$ cat config.mk
export PLATFORM = sky130hd
export DESIGN_NAME = adder16_rr_arbiter
export DESIGN_NICKNAME = d
export VERILOG_FILES = /design/src/rtl/adder16_rr_arbiter.sv
export SDC_FILE = /design/constraint.sdc
export NUM_CORES = 1
export LEC_CHECK = 0
export CAP_MARGIN = 10
export CORE_MARGIN = 2
export CORE_UTILIZATION = 47
export CTS_CLUSTER_DIAMETER = 40
export DETAILED_ROUTE_END_ITERATION = 7
export PLACE_DENSITY_LB_ADDON = 0.15
export REMOVE_ABC_BUFFERS = 1
export SETUP_SLACK_MARGIN = 0.2
export SLEW_MARGIN = 20
export SYNTH_ARGS = -nofsm -noshare
export SYNTH_HDL_FRONTEND = slang
export SYNTH_SLANG_ARGS = --single-unit
$ cat constraint.sdc
create_clock -name clk -period 10.5 [get_ports clk]
set_input_delay 3.15 -clock clk [delete_from_list [all_inputs] [get_ports clk]]
set_output_delay 3.15 -clock clk [all_outputs]
set_load 0.02 [all_outputs]
$ cat src/rtl/adder16_rr_arbiter.sv
// Round-robin arbiter sharing one 16-bit ripple-carry adder.
// One operation in flight: IDLE grant -> EXEC add -> RESP hold.
module adder16_rr_arbiter #(
  parameter int NREQ = 4,
  parameter int IDW  = 2
) (
  input  logic              clk,
  input  logic              rst_n,
  input  logic [NREQ-1:0]   req_valid,
  output logic [NREQ-1:0]   req_ready,
  input  logic [NREQ*16-1:0] req_x,
  input  logic [NREQ*16-1:0] req_y,
  output logic              rsp_valid,
  input  logic              rsp_ready,
  output logic [IDW-1:0]    rsp_id,
  output logic [15:0]       rsp_z,
  output logic [4:0]        rsp_flags
);

  typedef enum logic [1:0] {
    IDLE = 2'd0,
    EXEC = 2'd1,
    RESP = 2'd2
  } state_t;

  state_t state;
  state_t state_nx;

  logic [IDW-1:0] ptr;
  logic [IDW-1:0] win;
  logic [IDW-1:0] id_q;
  logic           found;
  logic           accept;
  logic [15:0]    x_q;
  logic [15:0]    y_q;
  logic [15:0]    z;
  logic [16:0]    c;
  logic [4:0]     flags;

  // Scan requesters from ptr upward (mod NREQ); first valid wins.
  always_comb begin
    int j;
    found = 1'b0;
    win   = '0;
    j     = 0;
    for (int k = 0; k < NREQ; k++) begin
      j = int'(ptr) + k;
      if (j >= NREQ) j = j - NREQ;
      if (!found && req_valid[j]) begin
        found = 1'b1;
        win   = IDW'(j);
      end
    end
  end

  assign accept = (state == IDLE) && found;

  // State register.
  always_ff @(posedge clk or negedge rst_n) begin
    if (!rst_n) state <= IDLE;
    else        state <= state_nx;
  end

  // Next-state logic.
  always_comb begin
    state_nx = state;
    unique case (state)
      IDLE:    if (found) state_nx = EXEC;
      EXEC:    state_nx = RESP;
      RESP:    if (rsp_ready) state_nx = IDLE;
      default: state_nx = IDLE;
    endcase
  end

  // Outputs: one-hot grant in IDLE, response valid in RESP.
  always_comb begin
    req_ready = '0;
    rsp_valid = (state == RESP);
    if (accept && rst_n) req_ready[win] = 1'b1;
  end

  // Capture operands, owner and advance the round-robin pointer.
  always_ff @(posedge clk or negedge rst_n) begin
    if (!rst_n) begin
      ptr  <= '0;
      id_q <= '0;
      x_q  <= '0;
      y_q  <= '0;
    end else if (accept) begin
      x_q  <= req_x[int'(win)*16 +: 16];
      y_q  <= req_y[int'(win)*16 +: 16];
      id_q <= win;
      if (int'(win) == NREQ - 1) ptr <= '0;
      else                       ptr <= win + IDW'(1);
    end
  end

  // Ripple-carry adder with carry-in tied low.
  always_comb begin
    z    = '0;
    c    = '0;
    c[0] = 1'b0;
    for (int i = 0; i < 16; i++) begin
      z[i]   = x_q[i] ^ y_q[i] ^ c[i];
      c[i+1] = (x_q[i] & y_q[i]) | (c[i] & (x_q[i] ^ y_q[i]));
    end
  end

  // Flags: {sign, zero, carry, parity(even), overflow}.
  always_comb begin
    flags = {
      z[15],
      ~|z,
      c[16],
      ~^z,
      (x_q[15] & y_q[15] & ~z[15]) | (~x_q[15] & ~y_q[15] & z[15])
    };
  end

  // Response registers load in EXEC and hold otherwise.
  always_ff @(posedge clk or negedge rst_n) begin
    if (!rst_n) begin
      rsp_id    <= '0;
      rsp_z     <= '0;
      rsp_flags <= '0;
    end else if (state == EXEC) begin
      rsp_id    <= id_q;
      rsp_z     <= z;
      rsp_flags <= flags;
    end
  end

endmodule

==> metrics.txt <==
drt via density=5.04; Lkg Pwr=2.65 nW; Crit path max-delay family=buffers and inverters; clk slew on worst S/H paths=0.06 ns; unrepaired setup endpoints after global routing=false; status=completed; TritonCTS clock tree=yes; GPL Wtd Cong=0.765; met3 Resource Use GR=0.0415; Worst path max stage delay=0.53 ns; Seq cells post-synth=60; PD cells=337 mW/mm2; # hold bufs at CTS=0; Die H=95.0 um; CP max stage cell=clkdlybuf4s50_1; most frequent cells in the layout=clkdlybuf4s50_1, mux2i_1, dfrtp_1, nand2_1, inv_1; Fin Setup TNS=0 ns; placed inst area=0.00548 mm2; final setup fails=0; Die Area=0.00903 mm2; Resized cells post-CTS=0; # IOs=163; final wirelength=8.94 mm; post-place setup slack=1.61 ns; Port Buf Inserts=162; total track usage=0.202; register area share after synthesis=0.386; core area=0.00813 mm2; MaxCap Viol Count=0; Mapped Avg Cell Area=10.8 um2; WP buf/inv=4; minimum clock period=8.87 ns; post-synth top area cell=dfrtp_1; largest cells by area after synthesis=dfrtp_1, mux2i_1, fa_1; vias in the first global route=3102; first drt pass iteration count=4; cell area after synthesis=0.00389 mm2; Clock Skew=0.00606 ns; antenna cells=0; Unique masters post-synth=39; Starting Density=0.479; met2 usage=0.329; cts bufs inserted=9; Clock Path Buffers=2; total gr overflow=0; crit share post-route=0.845; pin count of the biggest net entering global routing=65; count of final hold-check violations=0; Design Power=1.91 mW; CP startpoint kind=input pin; Max Freq=113 MHz; global route hottest layer=met2; share of layout cells above drive strength 1=0.0692; Pins Over Slew Limit=0; Post-Syn Instances=361; first-pass GRT wire length=14.1 mm; commonest non-fill, non-tap cell in the layout=clkdlybuf4s50_1; Detail Route Antenna Nets=0; clock root buffer=clkbuf_8; CP Max Fanout=38; critical path's most frequent cell=clkdlybuf4s50_1; Hold WC Path Type=register to register; Ys Warns=0; via count=3150; post-DP HPWL=6.67 mm; final setup margin=1.63 ns; drt wl/cell=14.3 um; Die Wd=95.0 um; Area Growth Syn to Fin=45.7%; Arr. time, crit path=5.72 ns; CP endpoint kind=output pin; CP Class=input pin to output pin; worst-path cell chain=clkdlybuf4s50_1, nor2b_4, a21oi_2, o221ai_4, buf_4, inv_1, ha_1, and3_1, clkdlybuf4s50_1; Slew headroom=0.484; worst vdd ir=0.187 mV; drc violations=0; fin nets=680; GR Util met1=0.259; final core utilization=0.697; share of Yosys cell area claimed by the top area cell type=0.386; initial antenna violation count=0; site row count=33; required time of the critical path=7.35 ns; setup bufs post-CTS=0; Final Cell Area=0.00567 mm2; worst-margin pin slew=0.774 ns; clock sinks=60; worst skew pair latency=0.33 ns; H-tree depth=3; drt initial violations=89
## tightest hold or removal path, stage by stage (launching register included)
cell	delay, ns
dfrtp_1	0.34
nand2_1	0.04
o21ai_0	0.06
## cells by family (layout without fill, tap and decap cells)
family / count (synthesis) / in the layout / share of synthesized area
adders and majority gates: 29 / 29 / 0.122
xor gates and xnor gates: 8 / 8 / 0.0180
muxes: 71 / 71 / 0.185
DFF: 60 / 60 / 0.386
AOI/OAI and AO/OA: 61 / 61 / 0.118
and+or+nand+nor: 70 / 70 / 0.0813
buffers and inverters: 62 / 221 / 0.0903
## power by group
| group | switching, mW | total, mW | internal [mW] |
|---|---|---|---|
| Clock | 0.0851 | 0.195 | 0.110 |
| Combinational | 0.646 | 1.29 | 0.643 |
| Sequential | 0.0739 | 0.425 | 0.351 |
| Total | 0.805 | 1.91 | 1.10 |
## registers in the layout, indices dropped and copies added, names as in the netlist
register / count
rsp_id: 2
y_q: 16
rsp_z: 16
state: 2
x_q: 16
ptr: 2
rsp_flags: 4
id_q: 2
## final timing paths
check	from	end	slack [ns]	depth (start not counted)
worst max-delay path	req_valid[0]	req_ready[3]	1.63	9
worst min-delay path	rsp_flags[1]	rsp_flags[1]	0.48	2
worst max register to register	x_q[0]	rsp_flags[3]	3.73	29
worst min register to register	rsp_flags[1]	rsp_flags[1]	0.48	2
max in group asynchronous	rst_n	x_q[13]	7.02	2
min in group asynchronous	rst_n	ptr[0]	2.98	2
## synth_stat cells (all sizes together)
master,count
a21boi,1
and3,4
bufbuf,2
dfrtp,60
nand2b,2
mux2i,65
o21a,1
o21bai,1
xor2,2
nor2b,3
nor4bb,1
clkbuf,8
or3,1
nor2,1
o21ai,20
inv,40
a21o,1
o221ai,33
o31ai,2
xnor2,6
nand2,55
a21oi,2
nand3,2
ha,14
mux2,6
buf,12
nor4,1
fa,15
## routing by layer
metal  routed length [um]  up-vias
met3                  544       17
met4                  191        0
met2                 4280      107
li1                     -     1569
met1                 3920     1457
met5                    0        -
## stage by stage
stage               hold slack [ns]  instances
detailed placement            0.461        610
floorplan                     0.443        339
global route                  0.503        625
CTS                           0.476        625
finish                        0.475        625
global placement              0.454        610
## cell type report
cell class              count  area [um2]
clock buffers              14         183
repair buffers            166        1650
well taps                 105         131
inverters                  40         153
fillers                   641        2460
multi-input cells         239        2050
clock inverters             1        5.00
flip-flops and latches     60        1500
Power figures use the tool's default switching activity.
